### src/rtl/cam_pkg.sv
// cam_pkg: shared definitions for the camera bank packer.
//   - cam_state_e : capture FSM state encoding
//   - MODE_*      : data-source selection codes for mode_i
//   - DEF_*       : default geometry (bytes per word, bank count, bank address width)
package cam_pkg;

  typedef enum logic [1:0] {
    IDLE       = 2'd0,
    WAIT_FRAME = 2'd1,
    CAPTURE    = 2'd2,
    STALL      = 2'd3
  } cam_state_e;

  localparam logic [1:0] MODE_CAM     = 2'd0;
  localparam logic [1:0] MODE_FREERUN = 2'd1;
  localparam logic [1:0] MODE_RAMP    = 2'd2;
  localparam logic [1:0] MODE_RSVD    = 2'd3;

  localparam int DEF_BPW       = 4;
  localparam int DEF_NUM_BANKS = 4;
  localparam int DEF_BANK_AW   = 9;
  localparam int DEF_BANK_IW   = 2;

endpackage

### src/rtl/cam_tgl_sync.sv
// cam_tgl_sync: single-bit toggle synchroniser with edge-detect pulse.
// The source domain flips tgl on every event; this block re-times it
// through two flops and emits a one-cycle pulse per observed flip.
//   PCLKI      in  destination clock
//   WBs_RST_i  in  asynchronous active-high reset
//   tgl        in  toggle from the foreign clock domain
//   pulse      out one-cycle pulse per toggle
module cam_tgl_sync (
  input  logic PCLKI,
  input  logic WBs_RST_i,
  input  logic tgl,
  output logic pulse
);

  logic meta_reg;
  logic sync_reg;
  logic prev_reg;

  always_ff @(posedge PCLKI or posedge WBs_RST_i) begin
    if (WBs_RST_i) begin
      meta_reg <= 1'b0;
      sync_reg <= 1'b0;
      prev_reg <= 1'b0;
    end else begin
      meta_reg <= tgl;
      sync_reg <= meta_reg;
      prev_reg <= sync_reg;
    end
  end

  // Either direction of the toggle counts as one event.
  assign pulse = sync_reg ^ prev_reg;

endmodule

### src/rtl/cam_bank_packer.sv
// cam_bank_packer: packs 8-bit camera bytes into BPW-byte words and writes
// them round-robin into NUM_BANKS external RAM banks.
//   PCLKI / WBs_RST_i   clock / asynchronous active-high reset
//   VSYNCI, HREFI       frame and line valid from the sensor
//   CAM_D_i             camera byte
//   enable_i, mode_i    capture enable and data source (cam/freerun/ramp)
//   bank_rel_tgl_i      per-bank release toggles from the bus clock domain
//   ram_wa_o/wd_o/wen_o RAM write port (wen one-hot per bank, one cycle)
//   bank_full_o         banks holding a completed fill awaiting release
//   cur_bank_o          bank being filled
//   overflow_o          sticky drop indicator
//   frame_cnt_o         completed frames
//   line_cnt_o          lines seen in the current frame
module cam_bank_packer
  import cam_pkg::*;
#(
  parameter int BPW       = DEF_BPW,
  parameter int NUM_BANKS = DEF_NUM_BANKS,
  parameter int BANK_AW   = DEF_BANK_AW,
  parameter int BANK_IW   = DEF_BANK_IW
) (
  input  logic                 PCLKI,
  input  logic                 WBs_RST_i,
  input  logic                 VSYNCI,
  input  logic                 HREFI,
  input  logic [7:0]           CAM_D_i,
  input  logic                 enable_i,
  input  logic [1:0]           mode_i,
  input  logic [NUM_BANKS-1:0] bank_rel_tgl_i,
  output logic [BANK_AW-1:0]   ram_wa_o,
  output logic [8*BPW-1:0]     ram_wd_o,
  output logic [NUM_BANKS-1:0] ram_wen_o,
  output logic [NUM_BANKS-1:0] bank_full_o,
  output logic [BANK_IW-1:0]   cur_bank_o,
  output logic                 overflow_o,
  output logic [15:0]          frame_cnt_o,
  output logic [15:0]          line_cnt_o
);

  localparam int DW  = 8 * BPW;
  localparam int BCW = (BPW > 1) ? $clog2(BPW) : 1;

  cam_state_e state_reg, state_next;

  logic                 vsync_reg, href_reg, enable_reg;
  logic [BCW-1:0]       byte_cnt_reg, byte_cnt_next;
  logic [DW-1:0]        pack_reg, pack_next;
  logic [BANK_AW-1:0]   addr_reg, addr_next;
  logic [BANK_IW-1:0]   cur_bank_reg, cur_bank_next;
  logic [NUM_BANKS-1:0] bank_full_reg, bank_full_next;
  logic                 overflow_reg, overflow_next;
  logic [15:0]          frame_cnt_reg, frame_cnt_next;
  logic [15:0]          line_cnt_reg, line_cnt_next;
  logic [1:0]           mode_reg, mode_next;
  logic [31:0]          freerun_reg, freerun_next;
  logic [7:0]           ramp_reg, ramp_next;

  // A completed word is staged here for one cycle before it reaches the
  // RAM port; the bank-full flag for a closing bank rides along with it so
  // software never sees "full" before the last word has been issued.
  logic                 pend_wen_reg, pend_wen_next;
  logic                 pend_full_reg, pend_full_next;
  logic [DW-1:0]        pend_data_reg, pend_data_next;
  logic [BANK_AW-1:0]   pend_addr_reg, pend_addr_next;
  logic [BANK_IW-1:0]   pend_bank_reg, pend_bank_next;

  logic [BANK_AW-1:0]   ram_wa_reg, ram_wa_next;
  logic [DW-1:0]        ram_wd_reg, ram_wd_next;
  logic [NUM_BANKS-1:0] ram_wen_reg, ram_wen_next;

  logic [NUM_BANKS-1:0] rel_pulse;
  logic                 vs_rise, vs_fall, href_fall, bv;
  logic [7:0]           byte_in;
  logic [BANK_IW-1:0]   nxt_bank;
  logic [DW-1:0]        word_full;

  // Release toggles: one synchroniser per bank.
  generate
    for (genvar gi = 0; gi < NUM_BANKS; gi++) begin : g_rel_sync
      cam_tgl_sync u_sync (
        .PCLKI     (PCLKI),
        .WBs_RST_i (WBs_RST_i),
        .tgl       (bank_rel_tgl_i[gi]),
        .pulse     (rel_pulse[gi])
      );
    end
  endgenerate

  assign vs_rise   = VSYNCI & ~vsync_reg;
  assign vs_fall   = ~VSYNCI & vsync_reg;
  assign href_fall = href_reg & ~HREFI;
  assign bv        = VSYNCI & HREFI & (state_reg == CAPTURE);
  assign byte_in   = (mode_reg == MODE_RAMP) ? ramp_reg : CAM_D_i;

  // Explicit wrap so non-power-of-two bank counts cycle correctly.
  assign nxt_bank  = (cur_bank_reg == BANK_IW'(NUM_BANKS - 1)) ? '0
                                                                : cur_bank_reg + BANK_IW'(1);

  always_comb begin
    state_next     = state_reg;
    byte_cnt_next  = byte_cnt_reg;
    pack_next      = pack_reg;
    addr_next      = addr_reg;
    cur_bank_next  = cur_bank_reg;
    overflow_next  = overflow_reg;
    frame_cnt_next = frame_cnt_reg;
    line_cnt_next  = line_cnt_reg;
    mode_next      = mode_reg;
    freerun_next   = freerun_reg;
    ramp_next      = ramp_reg;
    pend_wen_next  = 1'b0;
    pend_full_next = 1'b0;
    pend_data_next = pend_data_reg;
    pend_addr_next = pend_addr_reg;
    pend_bank_next = pend_bank_reg;
    word_full      = pack_reg;
    word_full[{byte_cnt_reg, 3'b000} +: 8] = byte_in;

    if (enable_i && !enable_reg)
      overflow_next = 1'b0;

    if (href_fall && VSYNCI && (state_reg == CAPTURE || state_reg == STALL) &&
        line_cnt_reg != 16'hFFFF)
      line_cnt_next = line_cnt_reg + 16'd1;

    if (!enable_i) begin
      state_next    = IDLE;
      byte_cnt_next = '0;
      pack_next     = '0;
      addr_next     = '0;
    end else begin
      case (state_reg)
        IDLE: state_next = WAIT_FRAME;

        WAIT_FRAME: begin
          if (vs_rise) begin
            line_cnt_next = '0;
            ramp_next     = '0;
            byte_cnt_next = '0;
            pack_next     = '0;
            addr_next     = '0;
            mode_next     = (mode_i == MODE_RSVD) ? MODE_CAM : mode_i;
            if (bank_full_reg[cur_bank_reg]) begin
              state_next    = STALL;
              overflow_next = 1'b1;
            end else begin
              state_next = CAPTURE;
            end
          end
        end

        CAPTURE: begin
          if (vs_fall) begin
            frame_cnt_next = frame_cnt_reg + 16'd1;
            state_next     = WAIT_FRAME;
            byte_cnt_next  = '0;
            pack_next      = '0;
            pend_bank_next = cur_bank_reg;
            if (byte_cnt_reg != '0) begin
              // Upper bytes of pack_reg are still zero: natural padding.
              pend_wen_next  = 1'b1;
              pend_addr_next = addr_reg;
              pend_data_next = (mode_reg == MODE_FREERUN) ? freerun_reg[DW-1:0] : pack_reg;
              freerun_next   = freerun_reg + 32'd1;
            end
            // A flush always leaves the bank non-empty, so it always closes it.
            if (byte_cnt_reg != '0 || addr_reg != '0) begin
              pend_full_next = 1'b1;
              cur_bank_next  = nxt_bank;
              addr_next      = '0;
            end
          end else if (bv) begin
            ramp_next = ramp_reg + 8'd1;
            if (byte_cnt_reg == BCW'(BPW - 1)) begin
              pend_wen_next  = 1'b1;
              pend_addr_next = addr_reg;
              pend_bank_next = cur_bank_reg;
              pend_data_next = (mode_reg == MODE_FREERUN) ? freerun_reg[DW-1:0] : word_full;
              freerun_next   = freerun_reg + 32'd1;
              byte_cnt_next  = '0;
              pack_next      = '0;
              if (addr_reg == '1) begin
                pend_full_next = 1'b1;
                cur_bank_next  = nxt_bank;
                addr_next      = '0;
                if (bank_full_reg[nxt_bank]) begin
                  state_next    = STALL;
                  overflow_next = 1'b1;
                end
              end else begin
                addr_next = addr_reg + BANK_AW'(1);
              end
            end else begin
              pack_next     = word_full;
              byte_cnt_next = byte_cnt_reg + BCW'(1);
            end
          end
        end

        STALL: begin
          byte_cnt_next = '0;
          pack_next     = '0;
          if (vs_fall) begin
            frame_cnt_next = frame_cnt_reg + 16'd1;
            state_next     = WAIT_FRAME;
          end else if (!bank_full_reg[cur_bank_reg]) begin
            state_next = CAPTURE;
            addr_next  = '0;
          end
        end

        default: state_next = IDLE;
      endcase
    end

    ram_wen_next = pend_wen_reg ? (NUM_BANKS'(1) << pend_bank_reg) : '0;
    ram_wa_next  = pend_wen_reg ? pend_addr_reg : ram_wa_reg;
    ram_wd_next  = pend_wen_reg ? pend_data_reg : ram_wd_reg;

    // Set is applied after release so a coincident set wins.
    bank_full_next = bank_full_reg & ~rel_pulse;
    if (pend_full_reg)
      bank_full_next[pend_bank_reg] = 1'b1;
  end

  always_ff @(posedge PCLKI or posedge WBs_RST_i) begin
    if (WBs_RST_i) state_reg <= IDLE;
    else           state_reg <= state_next;
  end

  always_ff @(posedge PCLKI or posedge WBs_RST_i) begin
    if (WBs_RST_i) begin
      vsync_reg     <= 1'b0;
      href_reg      <= 1'b0;
      enable_reg    <= 1'b0;
      byte_cnt_reg  <= '0;
      pack_reg      <= '0;
      addr_reg      <= '0;
      cur_bank_reg  <= '0;
      bank_full_reg <= '0;
      overflow_reg  <= 1'b0;
      frame_cnt_reg <= '0;
      line_cnt_reg  <= '0;
      mode_reg      <= MODE_CAM;
      freerun_reg   <= '0;
      ramp_reg      <= '0;
      pend_wen_reg  <= 1'b0;
      pend_full_reg <= 1'b0;
      pend_data_reg <= '0;
      pend_addr_reg <= '0;
      pend_bank_reg <= '0;
      ram_wa_reg    <= '0;
      ram_wd_reg    <= '0;
      ram_wen_reg   <= '0;
    end else begin
      vsync_reg     <= VSYNCI;
      href_reg      <= HREFI;
      enable_reg    <= enable_i;
      byte_cnt_reg  <= byte_cnt_next;
      pack_reg      <= pack_next;
      addr_reg      <= addr_next;
      cur_bank_reg  <= cur_bank_next;
      bank_full_reg <= bank_full_next;
      overflow_reg  <= overflow_next;
      frame_cnt_reg <= frame_cnt_next;
      line_cnt_reg  <= line_cnt_next;
      mode_reg      <= mode_next;
      freerun_reg   <= freerun_next;
      ramp_reg      <= ramp_next;
      pend_wen_reg  <= pend_wen_next;
      pend_full_reg <= pend_full_next;
      pend_data_reg <= pend_data_next;
      pend_addr_reg <= pend_addr_next;
      pend_bank_reg <= pend_bank_next;
      ram_wa_reg    <= ram_wa_next;
      ram_wd_reg    <= ram_wd_next;
      ram_wen_reg   <= ram_wen_next;
    end
  end

  assign ram_wa_o    = ram_wa_reg;
  assign ram_wd_o    = ram_wd_reg;
  assign ram_wen_o   = ram_wen_reg;
  assign bank_full_o = bank_full_reg;
  assign cur_bank_o  = cur_bank_reg;
  assign overflow_o  = overflow_reg;
  assign frame_cnt_o = frame_cnt_reg;
  assign line_cnt_o  = line_cnt_reg;

endmodule

### config.mk
export PLATFORM = sky130hd
export DESIGN_NAME = cam_bank_packer
export DESIGN_NICKNAME = d
export VERILOG_FILES = /design/src/rtl/cam_pkg.sv /design/src/rtl/cam_tgl_sync.sv /design/src/rtl/cam_bank_packer.sv
export SDC_FILE = /design/constraint.sdc
export NUM_CORES = 1
export LEC_CHECK = 0
export CORE_ASPECT_RATIO = 1.2
export CORE_MARGIN = 2
export CORE_UTILIZATION = 40
export CTS_CLUSTER_DIAMETER = 60
export DETAILED_ROUTE_END_ITERATION = 10
export GPL_TIMING_DRIVEN = 0
export PLACE_DENSITY_LB_ADDON = 0.1
export SLEW_MARGIN = 20
export SYNTH_ARGS = -nofsm -noshare
export SYNTH_HDL_FRONTEND = slang
export SYNTH_HIERARCHICAL = 1
export SYNTH_SLANG_ARGS = --single-unit
### constraint.sdc
create_clock -name PCLKI -period 11.4 [get_ports PCLKI]
set_clock_uncertainty 0.2 [all_clocks]
set_input_delay 1.71 -clock PCLKI [delete_from_list [all_inputs] [get_ports PCLKI]]
set_output_delay 1.71 -clock PCLKI [all_outputs]
set_load 0.02 [all_outputs]
==> flow_metrics.py, run 1 <==
metrics = {
    "timing": {
        "relSlewSlack": 0.327,
        "setup_slack_ns": 7.30,
        "slew_violations": 0,
        "period_share": 0.360,
        "setup_tns_ns": 0,
        "setup_viol": 0,
        "hold_slack_ns": 0.148,
        "rsz0062_at_grt": "no",
        "finalHoldViolCount": 0,
        "fmax_mhz": 244,
        "fin_crit_ns": 4.10,
        "worstMarginPinSlew_ns": 1.00,
    },
    "power": {
        "p_leak_nw": 5.69,
        "max-vdd-ir-drop_uv": 118,
        "power_mw": 2.34,
        "power.density_nw_per_um2": 182,
    },
    "route": {
        "viasPerCell": 5.24,
        "wirelength_um": 24700,
        "drc_errors": 0,
        "drt_iter0_markers": 409,
        "postRouteAntennaNets": 0,
        "drt-pass1-iter-count": 4,
        "route.detailed.wl_per_inst_um": 16.8,
        "via_count": 7695,
    },
    "placed_design": {
        "dpl_cell_area_sq_um": 12000,
        "place_ws_ns": 6.84,
        "portBuffers": 102,
        "gp_congestion": 0.795,
        "post-dp-hpwl_um": 17200,
    },
    "setup_path": {
        "cpPeakStageDelay_ns": 0.80,
        "path_buf_inv": 2,
        "worstPathArrival_ns": 4.33,
        "cp_max_fo": 10,
        "critPathSlowestCell": "nor4_1",
        "cp_cell_sequence": "clkdlybuf4s50_1 > buf_4 > nor2b_1 > o22ai_2 > nor4_1 > nand2_1 > o21ai_0",
        "cp.required_ns": 11.63,
        "end_kind": "flip-flop",
        "start_kind": "input port",
        "crit_type": "input port to flip-flop",
        "critical_path.top_delay_family": "simple AND/OR/NAND/NOR gates",
    },
    "floorplanning": {
        "die_h_um": 181,
        "ioPinCount": 103,
        "start_util": 0.408,
        "core_area_sq_um": 25600,
        "die_x_um": 152,
        "rows": 64,
        "dieArea_sq_um": 27400,
    },
    "yosys": {
        "syn-cell-area_sq_um": 10500,
        "ys.flop_type": "dfrtp_1",
        "ys_ff_latch": 231,
        "ys_types": 62,
        "postSynthCellCount": 986,
        "synth-edff-count": 0,
        "synth_seq_area_share": 0.553,
        "synthArstFlopShare": 1.00,
        "yosys_warnings": 6,
        "syn_area_per_cell_sq_um": 10.6,
        "syn_nets": 1023,
    },
    "global_routing": {
        "grt_pass1_wl_um": 41100,
        "grt_pass1_vias": 7691,
        "grt_max_degree": 85,
        "track_usage": 0.184,
        "overflow": 0,
        "grt_antenna_before_repair": 0,
    },
    "final_layout": {
        "drive_above_1_share": 0.103,
        "layout_commonest_cell": "dfrtp_1",
        "final_cell_area_sq_um": 12900,
        "n_fill_cell": 2404,
        "syn2layout_area_growth_pct": 23.1,
        "seq_area_sq_um": 5780,
        "n_antenna_cell": 0,
        "multi_input_area_sq_um": 4380,
        "layout.nets": 1156,
        "layout_common_cells": "dfrtp_1, nand2_1, o21ai_0",
    },
    "clocking": {
        "clockBufferDepth": 3,
        "tritoncts": "yes",
        "worstSkewPairLatency_ns": 0.52,
        "h-tree-depth": 1,
        "cts.clk_slew.worst_paths_ns": 0.06,
        "cts-resized-gates": 0,
        "cts_setup_buffers": 0,
        "clock-root-buffer": "clkbuf_16",
        "postCtsHoldBufs": 0,
        "clock-sinks": 231,
        "cts_made_buffers": 27,
    },
    "run": {
        "max-cap-violations": 0,
    },
    "outcome": {
        "status": "finished clean",
    },
    "hold_path": {
        "hold_path.class": "flip-flop to flip-flop",
    },
}
[layout make-up]
type / instances / area share
buffer: 40 / 0.0139
clock buffer: 37 / 0.0601
clock inverter: 12 / 0.0117
inverter: 30 / 0.00933
multi-input combinational: 685 / 0.340
sequential: 231 / 0.449
tap: 330 / 0.0321
timing repair buffer: 104 / 0.0836
[per-stage QoR]
stage | instances | utilization
after floorplan | 986 | -
after global placement | 1418 | 0.464
after detailed placement | 1420 | 0.466
after CTS | 1469 | 0.502
after global routing | 1469 | 0.502
final | 1469 | 0.502
[metal layers]
metal  up-vias  global-route usage  wire length (um)
li1       3764                   -                 -
met1      3791               0.261             11500
met2       107               0.306             12000
met3        33              0.0232               822
met4         0              0.0367               348
met5         -                   0                 0
[cells in the mapped netlist (18+ instances only)]
library cell	count	area, sq um
xnor2_1	51	447
nor2_1	63	236
nand3_1	37	185
clkbuf_1	27	101
o21ai_0	119	596
nand4_1	20	125
ha_1	18	225
inv_1	30	113
mux2_2	46	518
nand2_1	141	529
a211oi_1	34	255
dfrtp_1	231	5780
[worst reg2reg max path, stage by stage (launching register included)]
cell     delay (ns)
dfrtp_1        0.43
inv_1          0.11
ha_1           0.32
or2_2          0.22
o22ai_2        0.18
nor4_1         0.80
nand2_1        0.39
o21ai_0        0.28
[power by group]
part | total, mW | switching [mW] | leakage [nW] | internal (mW)
logic | 0.487 | 0.311 | 2.07 | 0.176
registers | 0.966 | 0.0585 | 3.16 | 0.907
clock network | 0.885 | 0.342 | 0.453 | 0.543
[worst paths after layout]
path	startpoint	endpoint	slack [ns]	depth (start not counted)
setup reg to reg	state_reg[0]$_DFFE_PP0P_	pack_reg[21]$_DFFE_PP0P_	8.38	7
max in group asynchronous	WBs_RST_i	freerun_reg[21]$_DFFE_PP0P_	8.34	4
setup / recovery	VSYNCI	pack_reg[21]$_DFFE_PP0P_	7.30	7
min in group asynchronous	WBs_RST_i	g_rel_sync[3].u_sync/sync_reg$_DFF_PP0_	1.41	2
hold reg to reg	g_rel_sync[2].u_sync/meta_reg$_DFF_PP0_	g_rel_sync[2].u_sync/sync_reg$_DFF_PP0_	0.15	0
hold / removal	g_rel_sync[2].u_sync/meta_reg$_DFF_PP0_	g_rel_sync[2].u_sync/sync_reg$_DFF_PP0_	0.15	0
[kinds of logic (layout without fill, tap and decap cells)]
logic type	after synthesis	count (layout)	share of synthesized area
simple gates	343	343	0.159
compound gates	199	199	0.119
xor+xnor	63	63	0.0528
flops	231	231	0.553
fa+ha+maj	18	18	0.0215
mux	62	62	0.0673
buf+inv	70	223	0.0279
No activity file was read; power rests on OpenSTA's default activity.
==> inputs of run 2 (changes only) <==
- clock period: 11.4 -> 3.7 ns (I/O delays scaled with it)
==> flow_metrics.py, run 2 (same netlist as run 1, synthesis figures left out) <==
metrics = {
    "outcome": {
        "status": "finished clean",
    },
    "timing": {
        "worstMarginPinSlew_ns": 0.912,
        "relSlewSlack": 0.375,
        "setup_viol": 0,
        "fmax_mhz": 330,
        "slew_violations": 0,
        "setup_slack_ns": 0.674,
        "rsz0062_at_grt": "no",
        "period_share": 0.818,
        "finalHoldViolCount": 0,
        "fin_crit_ns": 3.03,
    },
    "route": {
        "drc_errors": 0,
        "drt-pass1-iter-count": 4,
        "drt_iter0_markers": 313,
        "viasPerCell": 5.27,
        "route.detailed.wl_per_inst_um": 16.7,
        "postRouteAntennaNets": 0,
        "via_count": 7760,
        "wirelength_um": 24600,
    },
    "floorplanning": {
        "start_util": 0.408,
        "die_x_um": 152,
        "ioPinCount": 103,
        "dieArea_sq_um": 27400,
        "rows": 64,
        "core_area_sq_um": 25600,
        "die_h_um": 181,
    },
    "global_routing": {
        "grt_busiest_layer": "met2",
        "grt_antenna_before_repair": 0,
        "grt_max_degree": 32,
        "track_usage": 0.185,
        "overflow": 0,
        "grt_util_met2": 0.299,
        "grt_pass1_vias": 7559,
        "grt_pass1_wl_um": 41000,
        "use_met3": 0.0306,
        "use_met1": 0.259,
    },
    "setup_path": {
        "cp_max_fo": 8,
        "start_kind": "flip-flop",
        "cp.required_ns": 3.93,
        "r2r-end": "pack_reg[30]$_DFFE_PP0P_",
        "startpoint": "state_reg[0]$_DFFE_PP0P_",
        "rrSetupSlack_ns": 0.67,
        "worstPathArrival_ns": 3.26,
        "end_kind": "flip-flop",
        "timing.rr.start": "state_reg[0]$_DFFE_PP0P_",
        "r2r_cells": 7,
        "crit_type": "flip-flop to flip-flop",
    },
    "placed_design": {
        "post-dp-hpwl_um": 17600,
        "place_ws_ns": 0.333,
        "portBuffers": 102,
        "place_inst": 1426,
        "gp_congestion": 0.822,
    },
    "run": {
        "max-cap-violations": 0,
    },
    "clocking": {
        "h-tree-depth": 1,
        "clock-sinks": 231,
        "worstSkewPairLatency_ns": 0.53,
        "clockBufferDepth": 3,
        "tritoncts": "yes",
        "cts_setup_buffers": 0,
        "postCtsHoldBufs": 0,
        "clock-root-buffer": "clkbuf_16",
        "cts-resized-gates": 0,
        "cts.clk_slew.worst_paths_ns": 0.06,
        "cts_made_buffers": 26,
    },
    "hold_path": {
        "hold_path.class": "flip-flop to flip-flop",
        "min-delay-start": "g_rel_sync[2].u_sync/meta_reg$_DFF_PP0_",
        "hold_depth": 0,
        "hold_end": "g_rel_sync[2].u_sync/sync_reg$_DFF_PP0_",
    },
    "final_layout": {
        "final_cells": 1473,
        "n_antenna_cell": 0,
        "layout_commonest_cell": "dfrtp_1",
        "layout_common_cells": "dfrtp_1, nand2_1, o21ai_0",
        "final_core_util": 0.505,
        "drive_above_1_share": 0.108,
        "layout.nets": 1161,
        "syn2layout_area_growth_pct": 23.8,
    },
    "power": {
        "power_mw": 7.12,
        "p_leak_nw": 5.72,
        "max-vdd-ir-drop_uv": 367,
        "power.density_nw_per_um2": 550,
    },
}
-- run 2: layout make-up --
class,count,area [sq um]
fill,2418,12700
sequential,231,5780
multi-input combinational,685,4380
inverter,30,116
tap,330,413
clock inverter,11,123
timing repair buffer,110,1180
buffer,40,179
clock buffer,36,768
-- run 2: worst max path at each step --
stage,endpoint,slack [ns]
after CTS,pack_reg[30]$_DFFE_PP0P_,0.69
after detailed placement,pack_reg[8]$_DFFE_PP0P_,0.33
final,pack_reg[30]$_DFFE_PP0P_,0.67
after floorplan,addr_reg[0]$_DFFE_PP0P_,0.09
after global routing,pack_reg[1]$_DFFE_PP0P_,0.49
after global placement,freerun_reg[26]$_DFFE_PP0P_,-1.95
-- run 2: through the flow --
stage	TNS [ns]	hold WS, ns	cell area [sq um]
floorplan	0	0.109	10500
global route	0	0.158	12900
finish	0	0.147	12900
CTS	0	0.150	12900
detailed placement	0	0.136	12100
global placement	-424.41	0.134	11900
-- run 2: worst max-delay path, stage by stage (launching register included) --
cell and delay, ns:
dfrtp_1 0.45, inv_1 0.11, ha_1 0.33, or2_2 0.23, o22ai_2 0.19, nor4_1 0.74
nand2_1 0.39, o21ai_0 0.29
-- run 2: power by group --
part / switching, mW / internal [mW] / leakage [nW]
logic: 0.965 / 0.554 / 2.12
clock network: 1.04 / 1.59 / 0.443
registers: 0.181 / 2.79 / 3.16
-- run 2: routing by layer --
layer	part of all wire	vias up	wire length (um)
li1	-	3759	-
met2	0.49	146	12000
met3	0.040	31	988
met1	0.45	3824	11200
met5	0	-	0
met4	0.020	0	487
==> inputs of run 3 (changes only) <==
- clock period: 3.7 -> 2.85 ns (I/O delays scaled with it)
==> flow_metrics.py, run 3 (same netlist as run 1, synthesis figures left out) <==
metrics = {
    "timing": {
        "period_share": 0.989,
        "setup_viol": 0,
        "slew_violations": 0,
        "setup_slack_ns": 0.0319,
        "hold_slack_ns": 0.0466,
        "relSlewSlack": 0.376,
        "setup_tns_ns": 0,
        "finalHoldViolCount": 0,
        "fin_crit_ns": 2.82,
        "fmax_mhz": 355,
        "worstMarginPinSlew_ns": 0.928,
        "rsz0062_at_grt": "yes",
    },
    "floorplanning": {
        "start_util": 0.408,
        "die_h_um": 181,
        "core_area_sq_um": 25600,
        "ioPinCount": 103,
        "rows": 64,
        "die_x_um": 152,
        "dieArea_sq_um": 27400,
    },
    "power": {
        "p_leak_nw": 5.75,
        "max-vdd-ir-drop_uv": 477,
        "p_int_mw": 6.42,
        "clock_power_share": 0.367,
        "seq_power_share": 0.417,
        "combPwrFrac": 0.216,
        "power.density_nw_per_um2": 713,
        "swShare": 0.308,
        "p_sw_mw": 2.85,
    },
    "final_layout": {
        "layout_commonest_cell": "dfrtp_1",
        "layout.nets": 1164,
        "n_antenna_cell": 0,
        "final_cell_area_sq_um": 13000,
        "drive_above_1_share": 0.116,
        "syn2layout_area_growth_pct": 24.5,
        "layout_common_cells": "dfrtp_1, nand2_1, o21ai_0",
        "n_fill_cell": 2414,
    },
    "placed_design": {
        "post-dp-hpwl_um": 17600,
        "place_ws_ns": -0.389,
        "gp_congestion": 0.822,
        "portBuffers": 102,
        "dpl_cell_area_sq_um": 12100,
    },
    "global_routing": {
        "grt_antenna_before_repair": 0,
        "grt_max_degree": 32,
        "track_usage": 0.185,
        "grt_pass1_wl_um": 41100,
        "overflow": 0,
        "grt_pass1_vias": 7580,
    },
    "setup_path": {
        "path_buf_inv": 1,
        "cp_max_fo": 8,
        "crit_type": "flip-flop to flip-flop",
        "end_kind": "flip-flop",
        "worstPathArrival_ns": 3.01,
        "cp_cell_sequence": "nand2b_1 > clkbuf_1 > mux2i_1 > nor2_1 > a211oi_1 > o21ai_0",
        "cpPeakStageDelay_ns": 0.82,
        "critPathSlowestCell": "mux2i_1",
        "start_kind": "flip-flop",
        "cp.required_ns": 3.04,
        "critical_path.top_delay_family": "multiplexers",
    },
    "route": {
        "postRouteAntennaNets": 0,
        "route.detailed.wl_per_inst_um": 16.8,
        "via_count": 7774,
        "viasPerCell": 5.27,
        "drt_iter0_markers": 334,
        "wirelength_um": 24800,
        "drt-pass1-iter-count": 5,
        "drc_errors": 0,
    },
    "clocking": {
        "worstSkewPairLatency_ns": 0.53,
        "clockBufferDepth": 3,
        "h-tree-depth": 1,
        "cts.clk_slew.worst_paths_ns": 0.06,
        "tritoncts": "yes",
        "clock-root-buffer": "clkbuf_16",
        "cts_made_buffers": 26,
        "clock-sinks": 231,
    },
    "outcome": {
        "status": "finished clean",
    },
    "hold_path": {
        "hold_path.class": "input port to asynchronous set/reset pin",
    },
    "run": {
        "max-cap-violations": 0,
    },
}
[run 3: cell types whose count changed in the layout (fill, tap and decap cells not counted), sizes merged]
cell  change
buf       +3
[run 3: power groups by stage]
| stage | Combinational, mW | Clock (mW) | Sequential, mW |
|---|---|---|---|
| after global placement | 1.96 | 0 | 3.92 |
| after CTS | 2.01 | 3.48 | 3.87 |
| after global routing | 2.22 | 3.65 | 3.91 |
| final | 2.01 | 3.41 | 3.86 |
| after detailed placement | 2.00 | 0 | 3.92 |
| after floorplan | 1.14 | 0 | 3.98 |
[run 3: per-layer routing]
layer | up-vias | part of all wire | track usage
li1 | 3768 | - | -
met1 | 3822 | 0.45 | 0.260
met4 | 0 | 0.022 | 0.0459
met2 | 145 | 0.49 | 0.300
met3 | 39 | 0.041 | 0.0306
met5 | - | 0 | 0
[run 3: cell type report]
type | instances | area [sq um] | share of cell area
Tap cell | 330 | 413 | 0.0317
Multi-Input combinational cell | 685 | 4430 | 0.340
Clock inverter | 11 | 123 | 0.00942
Inverter | 30 | 116 | 0.00894
Buffer | 40 | 181 | 0.0139
Sequential cell | 231 | 5780 | 0.444
Clock buffer | 36 | 768 | 0.0590
Timing Repair Buffer | 113 | 1200 | 0.0925
[run 3: timing repair]
action | 4_1_cts | 5_1_grt
setup endpoints to repair | 40 | 14
hold buffers | 0 | 0
buffers inserted | 3 | 0
gates cloned | 0 | 0
pin swaps | 1 | 0
gates resized for setup | 3 | 8
[run 3: through the flow]
step | power (mW) | utilization | instances
after global placement | 5.88 | 0.464 | 1418
after CTS | 9.35 | 0.507 | 1476
after detailed placement | 5.92 | 0.470 | 1426
final | 9.28 | 0.508 | 1476
after floorplan | 5.12 | - | 986
after global routing | 9.78 | 0.508 | 1476
[run 3: path summary, 6_finish.rpt]
check / from / end / slack (ns) / depth (start not counted)
max: mode_reg[1]$_DFFE_PP0P_ / pend_data_reg[8]$_DFFE_PP0P_ / 0.03 / 6
min: WBs_RST_i / g_rel_sync[0].u_sync/meta_reg$_DFF_PP0_ / 0.05 / 2
max reg2reg: mode_reg[1]$_DFFE_PP0P_ / pend_data_reg[8]$_DFFE_PP0P_ / 0.03 / 6
min reg2reg: g_rel_sync[2].u_sync/meta_reg$_DFF_PP0_ / g_rel_sync[2].u_sync/sync_reg$_DFF_PP0_ / 0.15 / 0
max in group asynchronous: WBs_RST_i / ram_wd_o[19]$_DFFE_PP0P_ / 1.48 / 4
min in group PCLKI: bank_rel_tgl_i[0] / g_rel_sync[0].u_sync/meta_reg$_DFF_PP0_ / 0.14 / 1
